--- src/rtl/tt_cnt_bank_pkg.sv ---
// tt_cnt_bank_pkg
// Shared types and constants for the counter bank:
//   op_e    - 2-bit operation encoding carried on ui_in[7:6]
//   state_e - sweep/run controller states
//   UIO_OE  - fixed output-enable pattern for the bidirectional pins
package tt_cnt_bank_pkg;

  typedef enum logic [1:0] {
    OP_NOP = 2'b00,
    OP_INC = 2'b01,
    OP_CLR = 2'b10,
    OP_ADD = 2'b11
  } op_e;

  typedef enum logic {
    ST_SWEEP = 1'b0,
    ST_RUN   = 1'b1
  } state_e;

  localparam logic [7:0] UIO_OE = 8'hC0;

endpackage

--- src/rtl/tt_cnt_bank_if.sv ---
// tt_cnt_bank_if
// Storage access bus between the counter-bank controller and its memory.
//   we/waddr/wdata - single synchronous write port
//   raddr/rdata    - combinational read port
// Modports: master (controller), slave (memory).
interface tt_cnt_bank_if #(
  parameter int unsigned DEPTH = 16,
  parameter int unsigned WIDTH = 16
);
  localparam int unsigned AW = $clog2(DEPTH);

  logic             we;
  logic [AW-1:0]    waddr;
  logic [WIDTH-1:0] wdata;
  logic [AW-1:0]    raddr;
  logic [WIDTH-1:0] rdata;

  modport master (output we, waddr, wdata, raddr, input rdata);
  modport slave  (input we, waddr, wdata, raddr, output rdata);

endinterface

--- src/rtl/tt_cnt_bank_mem.sv ---
// tt_cnt_bank_mem
// DEPTH x WIDTH counter storage. One synchronous write port, one
// combinational read port. Contents are not reset; the controller clears
// them with its sweep.
// Ports:
//   clk - clock
//   bus - tt_cnt_bank_if slave modport
module tt_cnt_bank_mem #(
  parameter int unsigned DEPTH = 16,
  parameter int unsigned WIDTH = 16
) (
  input logic           clk,
  tt_cnt_bank_if.slave  bus
);

  logic [WIDTH-1:0] r_mem [DEPTH];

  always_ff @(posedge clk) begin
    if (bus.we) begin
      r_mem[bus.waddr] <= bus.wdata;
    end
  end

  assign bus.rdata = r_mem[bus.raddr];

endmodule

--- src/rtl/tt_um_cnt_bank.sv ---
// tt_um_cnt_bank
// Bank of DEPTH counters, WIDTH bits each, driven through the TinyTapeout
// pin set. After reset a sweep clears every counter (busy=1), then each
// enabled cycle performs one op on the addressed counter.
// Ports:
//   clk     - clock
//   rst_n   - synchronous active-low reset
//   ena     - operation enable
//   ui_in   - [7:6] op, [5] sat_mode, [4] byte select, [3:0] address
//   uio_in  - [5:0] ADD amount
//   uo_out  - registered read byte (pre-update value of addressed counter)
//   uio_out - [7] busy, [6] sticky overflow, [5:0] zero
//   uio_oe  - constant 8'hC0
// Build option: define CNT_BANK_SAT_EN to honour ui_in[5] (saturate on
// overflow); otherwise counters always wrap.
module tt_um_cnt_bank
  import tt_cnt_bank_pkg::*;
#(
  parameter int unsigned DEPTH = 16,
  parameter int unsigned WIDTH = 16
) (
  input  logic       clk,
  input  logic       rst_n,
  input  logic       ena,
  input  logic [7:0] ui_in,
  input  logic [7:0] uio_in,
  output logic [7:0] uo_out,
  output logic [7:0] uio_out,
  output logic [7:0] uio_oe
);

  localparam int unsigned AW = $clog2(DEPTH);

  tt_cnt_bank_if #(.DEPTH(DEPTH), .WIDTH(WIDTH)) w_mem_if ();

  tt_cnt_bank_mem #(.DEPTH(DEPTH), .WIDTH(WIDTH)) u_mem (
    .clk (clk),
    .bus (w_mem_if)
  );

  state_e        r_state;
  logic [AW-1:0] r_idx;
  logic [7:0]    r_uo;
  logic          r_ovf;
  logic          r_busy;

  op_e              w_op;
  logic [AW-1:0]    w_addr;
  logic             w_bsel;
  logic             w_sat;
  logic [WIDTH:0]   w_amt;
  logic [WIDTH:0]   w_sum;
  logic             w_carry;
  logic             w_arith;
  logic [WIDTH-1:0] w_new;
  logic [15:0]      w_ext;
  logic [7:0]       w_rd_byte;
  logic             w_unused;

  assign w_op   = op_e'(ui_in[7:6]);
  assign w_addr = ui_in[AW-1:0];
  assign w_bsel = ui_in[4];

`ifdef CNT_BANK_SAT_EN
  assign w_sat = ui_in[5];
`else
  assign w_sat = 1'b0;
`endif

  // Pins not consumed in every configuration.
  assign w_unused = ^{ui_in, uio_in};

  assign w_arith = (w_op == OP_INC) || (w_op == OP_ADD);

  // One extra bit on the adder exposes overflow directly; ADD 0 can never
  // carry, so it never flags overflow.
  always_comb begin
    w_amt = '0;
    if (w_op == OP_INC) begin
      w_amt[0] = 1'b1;
    end else begin
      w_amt[5:0] = uio_in[5:0];
    end
    w_sum   = {1'b0, w_mem_if.rdata} + w_amt;
    w_carry = w_sum[WIDTH];
    if (w_op == OP_CLR) begin
      w_new = '0;
    end else if (w_carry && w_sat) begin
      w_new = '1;
    end else begin
      w_new = w_sum[WIDTH-1:0];
    end
  end

  always_comb begin
    w_ext            = '0;
    w_ext[WIDTH-1:0] = w_mem_if.rdata;
    w_rd_byte        = w_bsel ? w_ext[15:8] : w_ext[7:0];
  end

  // Read and update share the addressed location; the write lands on the
  // clock edge, so the registered read naturally holds the pre-update value.
  always_comb begin
    w_mem_if.we    = 1'b0;
    w_mem_if.waddr = w_addr;
    w_mem_if.wdata = '0;
    w_mem_if.raddr = w_addr;
    if (rst_n) begin
      if (r_state == ST_SWEEP) begin
        w_mem_if.we    = 1'b1;
        w_mem_if.waddr = r_idx;
      end else if (ena && (w_op != OP_NOP)) begin
        w_mem_if.we    = 1'b1;
        w_mem_if.wdata = w_new;
      end
    end
  end

  always_ff @(posedge clk) begin
    if (!rst_n) begin
      r_state <= ST_SWEEP;
      r_idx   <= '0;
      r_uo    <= '0;
      r_ovf   <= 1'b0;
      r_busy  <= 1'b1;
    end else begin
      case (r_state)
        ST_SWEEP: begin
          r_uo  <= '0;
          r_idx <= r_idx + AW'(1);
          if (r_idx == AW'(DEPTH - 1)) begin
            r_state <= ST_RUN;
            r_busy  <= 1'b0;
          end
        end
        ST_RUN: begin
          r_uo <= w_rd_byte;
          if (ena && w_arith && w_carry) begin
            r_ovf <= 1'b1;
          end
        end
        default: begin
          r_state <= ST_SWEEP;
          r_idx   <= '0;
          r_busy  <= 1'b1;
        end
      endcase
    end
  end

  assign uo_out  = r_uo;
  assign uio_out = {r_busy, r_ovf, 6'b000000};
  assign uio_oe  = UIO_OE;

endmodule

--- config.mk ---
export PLATFORM = sky130hd
export DESIGN_NAME = tt_um_cnt_bank
export DESIGN_NICKNAME = d
export VERILOG_FILES = /design/src/rtl/tt_cnt_bank_pkg.sv /design/src/rtl/tt_cnt_bank_if.sv /design/src/rtl/tt_cnt_bank_mem.sv /design/src/rtl/tt_um_cnt_bank.sv
export SDC_FILE = /design/constraint.sdc
export NUM_CORES = 1
export LEC_CHECK = 0
export BUFFER_PORTS_ARGS = -buffer_cell sky130_fd_sc_hd__buf_4
export CORE_MARGIN = 4
export CORE_UTILIZATION = 35
export CTS_CLUSTER_DIAMETER = 100
export DETAILED_ROUTE_END_ITERATION = 12
export PLACE_DENSITY_LB_ADDON = 0.05
export SLEW_MARGIN = 20
export SYNTH_ARGS = -nofsm -noshare
export SYNTH_HDL_FRONTEND = slang
export SYNTH_SLANG_ARGS = --single-unit
--- constraint.sdc ---
create_clock -name clk -period 5.75 [get_ports clk]
set_clock_uncertainty 0.15 [all_clocks]
set_input_delay 0.2875 -clock clk [delete_from_list [all_inputs] [get_ports clk]]
set_output_delay 0.2875 -clock clk [all_outputs]
set_load 0.005 [all_outputs]
Yosys cells after proc, flatten, opt, wreduce, memory -nomap -nowiden
Memory sizes are Yosys's and may differ from the RTL's.
Index checks and enable logic that the tools add are counted.
Widths: inputs -> output; s select.
- memories: 1
- bits of input ports: 19
- flip-flop bits (word level): 15
- bits in writable memories: 256
- add/subtract/negate cells: 2
- muxes and demuxes: 17
- bitwise gates (word level): 1
- equal/unequal tests: 4
- reduce and logical (&&, ||, !) cells: 7
- memory list (name ; depth ; bits a word ; rd ports ; clocked after memory_dff ; wr ports ; line ; text):
    u_mem.r_mem ; 16 ; 16 ; 1 ; 0 ; 1 ; tt_cnt_bank_mem.sv:16 ; logic [WIDTH-1:0] r_mem [DEPTH];
- operators with widths (operator ; number):
    $mux 16 ; 4
    $add 16x6->17 ; 1
    $pmux 8 s2 ; 1
    $mux 1 ; 8
    $mux 4 ; 2
    $mux 8 ; 1
    $mux 5 ; 1
    $add 4x1->4 const B ; 1
    $eq 2x2->1 const B ; 2
    $eq 4x4->1 const B ; 1
    $reduce_and 2->1 ; 2
    $logic_and 1x1->1 ; 3
    $eq 2x1->1 const B ; 1
    $reduce_bool 2->1 ; 1
    $logic_or 1x1->1 ; 1
    $not 1->1 ; 1

Logic depth before layout (Yosys ltp)
- depth in word-level cells: 7
- mapped depth: 15
- depth with buffers taken out: 11

Hierarchy
A second synthesis with hierarchy kept.
- cell total of the unflattened synthesis: 581
- area total of the unflattened synthesis: 11059.4 um^2
- modules (own cells, without submodules) (module ; area each (um^2) ; sequential area each (um^2) ; instances ; cells each):
    tt_cnt_bank_mem ; 9723.1 ; 7687.4 ; 1 ; 416
    tt_um_cnt_bank ; 1336.3 ; 300.3 ; 1 ; 165

Least setup slack after synthesis
Ideal clock, no wire load.
- kind: in2reg
- from: input port ui_in[0]
- to: memory u_mem.r_mem[0][11] (data pin)
- stages: 15
- arrival: 4028 ps
- path buffers: 5
- slack: 1245 ps
- library setup time: 327 ps
- required time: 5273 ps
- cell sequence: buf_6 -> buf_12 -> buf_12 -> buf_6 -> buf_4 -> mux4_2 -> mux4_2 -> ha_1 -> a21o_1 -> a21o_1 -> a211oi_1 -> nor2_1 -> o21ai_1 -> nor3_1 -> nor3_1
- cells in the longest elaborated chain, start to end: 6
- ends and longest elaborated chain (what ; line ; text):
    from (decl) ; tt_um_cnt_bank.sv:25 ; input logic [7:0] ui_in,
    $mem_v2 16x16 ; -- ;
    $add 16x6->17 ; tt_um_cnt_bank.sv:84 ; w_sum = {1'b0, w_mem_if.rdata} + w_amt;
    $mux 16 ; tt_um_cnt_bank.sv:86 ; if (w_op == OP_CLR) begin
    $mux 16 ; tt_um_cnt_bank.sv:112 ; end else if (ena && (w_op != OP_NOP)) begin
    $mux 16 ; tt_um_cnt_bank.sv:109 ; if (r_state == ST_SWEEP) begin
    $mux 16 ; tt_um_cnt_bank.sv:108 ; if (rst_n) begin
    via u_mem.bus.wdata[11] ; tt_cnt_bank_if.sv:19 ; modport slave (input we, waddr, wdata, raddr, output rdata);
    to (decl) ; tt_cnt_bank_mem.sv:16 ;
The timed path passes the listed nets, and every way through them passes these cells.

Worst setup path in the final report
- from: input port ui_in[0]
- to: memory u_mem.r_mem[9][8] (data pin)
The elaborated chain is that of the path after synthesis.

==> flow_summary.html <==
<table>
<tr><th>Metric</th><th>Value</th></tr>
<tr><th colspan="2">Route</th></tr>
<tr><td>Number of vias after detailed routing</td><td>5,581</td></tr>
<tr><td>Total Wirelength</td><td>28.3 mm</td></tr>
<tr><td>Number of violations reported at the end of detailed-routing iteration 0</td><td>367</td></tr>
<tr><td>Post-detailed-route count of antenna-violating nets</td><td>0</td></tr>
<tr><td>Average routed wire per standard cell</td><td>26.9 um</td></tr>
<tr><td>Post-DR vias/cell</td><td>5.31</td></tr>
<tr><td>Drt drc</td><td>0</td></tr>
<tr><td>Number of iterations in the first detailed-routing pass</td><td>5</td></tr>
<tr><th colspan="2">Die</th></tr>
<tr><td>Die area</td><td>0.0352 sq mm</td></tr>
<tr><td>Number of core rows</td><td>65</td></tr>
<tr><td>Initial core utilization</td><td>35.6%</td></tr>
<tr><td>Height of the die</td><td>roughly 190 um</td></tr>
<tr><td>Ports</td><td>43</td></tr>
<tr><td>Total core area</td><td>0.0317 sq mm</td></tr>
<tr><td>Die boundary width</td><td>188 um</td></tr>
<tr><th colspan="2">Timing</th></tr>
<tr><td>Share of the clock period used by the worst path</td><td>between 70 and 80%</td></tr>
<tr><td>Maximum clock frequency</td><td>0.232 GHz</td></tr>
<tr><td>RSZ-0062 raised after global routing</td><td>false</td></tr>
<tr><td>Final Hold Vio Count</td><td>0</td></tr>
<tr><td>Slew @ Worst Pin</td><td>slightly below 1 ns</td></tr>
<tr><td>Fin Hold WS</td><td>0.158 ns</td></tr>
<tr><td>Setup TNS</td><td>0 ns</td></tr>
<tr><td>Relative slew slack</td><td>roughly 33%</td></tr>
<tr><td>Final setup violation count</td><td>0</td></tr>
<tr><td>Min Clock Period, post-route</td><td>4.30 ns</td></tr>
<tr><td>Max Slew Vio Count</td><td>0</td></tr>
<tr><td>Slack of the critical path</td><td>about 1.4 ns</td></tr>
<tr><th colspan="2">Clock tree</th></tr>
<tr><td>Number of sinks handled by clock tree synthesis</td><td>271</td></tr>
<tr><td>CTS HTree Levels</td><td>1</td></tr>
<tr><td>TritonCTS buffer count</td><td>30</td></tr>
<tr><td>Clock network latency to the later pin of the worst-skew pair</td><td>0.55 ns</td></tr>
<tr><td>CTS max path bufs</td><td>3</td></tr>
<tr><td>Clk slew on worst S/H paths</td><td>0.06 ns</td></tr>
<tr><td>Setup Fix Bufs, Post-CTS</td><td>0</td></tr>
<tr><td>Total of hold buffers inserted after clock tree synthesis</td><td>2</td></tr>
<tr><td>TritonCTS clock tree</td><td>built</td></tr>
<tr><td>Gates resized, CTS repair</td><td>0</td></tr>
<tr><td>Cell at the root of the clock tree</td><td>sky130_fd_sc_hd__clkbuf_16</td></tr>
<tr><th colspan="2">Power</th></tr>
<tr><td>Power per unit of standard cell area</td><td>~330 mW/mm^2</td></tr>
<tr><td>Leakage power</td><td>4.46 nW</td></tr>
<tr><td>Worst-case vdd ir drop</td><td>170 uV</td></tr>
<tr><th colspan="2">Place</th></tr>
<tr><td>Count of buffers from port buffering</td><td>25</td></tr>
<tr><td>Detailed-placement wirelength estimate</td><td>15.8 mm</td></tr>
<tr><td>Last weighted congestion value of the routability-driven placer</td><td>0.723</td></tr>
<tr><td>Pre-CTS setup slack</td><td>0.667 ns</td></tr>
<tr><td>Placed cell areas</td><td>0.0119 sq mm</td></tr>
<tr><th colspan="2">GRT</th></tr>
<tr><td>Global-route wire length before repair</td><td>40.6 mm</td></tr>
<tr><td>Overall overflow remaining after global route</td><td>0</td></tr>
<tr><td>Antenna violations before repair</td><td>0</td></tr>
<tr><td>Via count of the first global-routing pass</td><td>5,788</td></tr>
<tr><td>Total Routing Usage GR</td><td>15.9%</td></tr>
<tr><td>Maximum number of pins on one net before global-route repair</td><td>40</td></tr>
<tr><th colspan="2">Finish</th></tr>
<tr><td>Commonest non-fill, non-tap cell in the layout</td><td>sky130_fd_sc_hd__edfxtp_1</td></tr>
<tr><td>Final nets</td><td>656</td></tr>
<tr><td>Syn-to-layout area delta</td><td>13.9%</td></tr>
<tr><td>Layout cells sized above 1</td><td>23.2%</td></tr>
<tr><td>Top library cells by usage in the layout, fill and taps aside</td><td>sky130_fd_sc_hd__edfxtp_1, sky130_fd_sc_hd__mux4_2, sky130_fd_sc_hd__buf_4, sky130_fd_sc_hd__clkbuf_16, sky130_fd_sc_hd__nor2_1</td></tr>
<tr><td>Diodes inserted</td><td>0</td></tr>
<tr><td>Post-route cell area</td><td>approximately 0.013 sq mm</td></tr>
<tr><th colspan="2">Synthesis</th></tr>
<tr><td>Primary FF master, synth</td><td>sky130_fd_sc_hd__edfxtp_1</td></tr>
<tr><td>Yosys warning count</td><td>0</td></tr>
<tr><td>Number of distinct library cells after synthesis</td><td>54</td></tr>
<tr><td>Fraction of registers with async set or reset after synthesis</td><td>0%</td></tr>
<tr><td>Count of state elements after synthesis</td><td>271</td></tr>
<tr><td>Number of flops mapped to enable cells by yosys</td><td>around 260</td></tr>
<tr><td>Avg Cell Area, Syn</td><td>19.1 sq um</td></tr>
<tr><td>Cell area after synthesis</td><td>between 0.01 and 0.015 sq mm</td></tr>
<tr><td>Seq/Total Area, Yosys</td><td>70.8%</td></tr>
<tr><td>Number of instances in the synthesized netlist</td><td>590</td></tr>
<tr><th colspan="2">Min path</th></tr>
<tr><td>WHS Path Cells</td><td>5</td></tr>
<tr><td>Startpoint of the lowest-slack hold path</td><td>ena</td></tr>
<tr><td>Worst hold endpoint</td><td>r_ovf</td></tr>
<tr><td>Type of the worst min-delay path</td><td>in2reg</td></tr>
<tr><th colspan="2">Worst setup path</th></tr>
<tr><td>Critical register-to-register path endpoint</td><td>u_mem.r_mem[9][8]</td></tr>
<tr><td>Required time at the worst-slack endpoint</td><td>5.82 ns</td></tr>
<tr><td>Critical path fanouts, max</td><td>35</td></tr>
<tr><td>Setup slack of the most critical reg-to-reg path</td><td>~1.5 ns</td></tr>
<tr><td>Kind of capture point of the worst setup path</td><td>flop</td></tr>
<tr><td>Critical Setup Path Class</td><td>in2reg</td></tr>
<tr><td>Logic depth of the worst register-to-register path</td><td>11</td></tr>
<tr><td>Launching element type of the critical path</td><td>input pin</td></tr>
<tr><td>Arrival time worst endpoint</td><td>4.37 ns</td></tr>
<tr><td>Startpoint of the most critical register-to-register path</td><td>u_mem.r_mem[15][0]</td></tr>
<tr><th colspan="2">Job</th></tr>
<tr><td>Maxcap violations</td><td>0</td></tr>
<tr><th colspan="2">Run status</th></tr>
<tr><td>Result of the run</td><td>complete, no violations</td></tr>
</table>
## area by class of cell
class	instances	area, sq um
fillers	2856	18900
inverters	2	7.51
repair buffers	37	283
well taps	402	503
clock inverters	15	121
clock buffers	38	812
flip-flops and latches	271	7990
multi-input cells	287	3140
## cells in the mapped netlist (all sizes together), types with 2 or more instances
| cell type | instances | area (sq um) |
|---|---|---|
| mux2i | 21 | 210 |
| and2 | 14 | 87.6 |
| nand4 | 3 | 18.8 |
| o211ai | 2 | 20.0 |
| a22oi | 8 | 65.1 |
| o21a | 2 | 22.5 |
| mux4 | 66 | 1560 |
| nand2 | 18 | 75.1 |
| conb | 2 | 7.51 |
| a31oi | 2 | 12.5 |
| nand2b | 7 | 43.8 |
| edfxtp | 256 | 7690 |
| nor2 | 41 | 154 |
| nand3 | 4 | 32.5 |
| clkbuf | 6 | 22.5 |
| xor2 | 2 | 17.5 |
| nor3 | 7 | 35.0 |
| buf | 36 | 287 |
| a21oi | 10 | 50.1 |
| o31ai | 2 | 15.0 |
| nor2b | 7 | 43.8 |
| dfxtp | 15 | 300 |
| or4 | 3 | 26.3 |
| ha | 7 | 87.6 |
| a211oi | 2 | 15.0 |
| nor3b | 6 | 45.0 |
| inv | 2 | 7.51 |
| o21ai | 11 | 58.8 |
| a221oi | 6 | 77.6 |
| a21o | 4 | 30.0 |
| xnor2 | 9 | 78.8 |
## power by group
part | internal (mW) | leakage, nW | total [mW] | switching, mW
sequential | 2.15 | 2.69 | 2.16 | 0.00676
clock | 1.08 | 0.462 | 1.83 | 0.750
combinational | 0.0987 | 1.31 | 0.250 | 0.152
total | 3.33 | 4.46 | 4.24 | 0.908
## sequential cells by signal, indices dropped and copies added (netlist names)
register	flops
r_busy	1
r_state	1
r_idx	4
uo_out	8
u_mem.r_mem	256
r_ovf	1
## worst max path at each step
stage / startpoint / to / slack (ns) / cells past startpoint
6_report: ui_in[0] / u_mem.r_mem[9][8] / 1.45 / 12
5_1_grt: ui_in[0] / u_mem.r_mem[10][10] / 1.10 / 12
4_1_cts: ui_in[0] / u_mem.r_mem[7][12] / 1.24 / 12
3_3_place_gp: ui_in[0] / u_mem.r_mem[2][12] / 0.71 / 12
3_5_place_dp: ui_in[0] / u_mem.r_mem[3][12] / 0.67 / 12
2_1_floorplan: ui_in[0] / u_mem.r_mem[0][11] / 1.25 / 15
## cells by family after synthesis
logic type      Yosys count  synth area share, %
flops                   271                 70.8
simple gates            113                 5.20
other cells               2               0.0666
xor+xnor                 11                0.854
fa+ha+maj                 8                0.954
buf+inv                  44                 2.81
mux                      88                 15.8
compound gates           53                 3.54
## per-layer routing
layer / GRT usage, % / share of wire [%]
met5: 0 / 0
met1: 23.1 / 47
met3: 2.01 / 3.5
met2: 25.9 / 48
met4: 3.36 / 2.1
## metrics by stage
| step | total power, mW | cells | util (%) |
|---|---|---|---|
| 3_3_place_gp | 2.45 | 997 | 37.5 |
| 4_1_cts | 4.29 | 1052 | 40.5 |
| 5_1_grt | 4.38 | 1052 | 40.5 |
| 3_5_place_dp | 2.45 | 997 | 37.5 |
| 2_1_floorplan | 2.38 | 602 | - |
| 6_report | 4.24 | 1052 | 40.5 |
## worst max-delay path, cell delays in order
cell and delay (ns):
sky130_fd_sc_hd__buf_4 0.54, sky130_fd_sc_hd__mux4_2 0.60, sky130_fd_sc_hd__mux4_2 0.49, sky130_fd_sc_hd__ha_1 0.23
sky130_fd_sc_hd__fa_1 0.41, sky130_fd_sc_hd__a21o_1 0.21, sky130_fd_sc_hd__a21oi_1 0.22, sky130_fd_sc_hd__o21bai_1 0.09
sky130_fd_sc_hd__a21o_1 0.25, sky130_fd_sc_hd__and2_1 0.18, sky130_fd_sc_hd__xnor2_1 0.12, sky130_fd_sc_hd__nor2_1 0.68
Power figures use the tool's default switching activity.
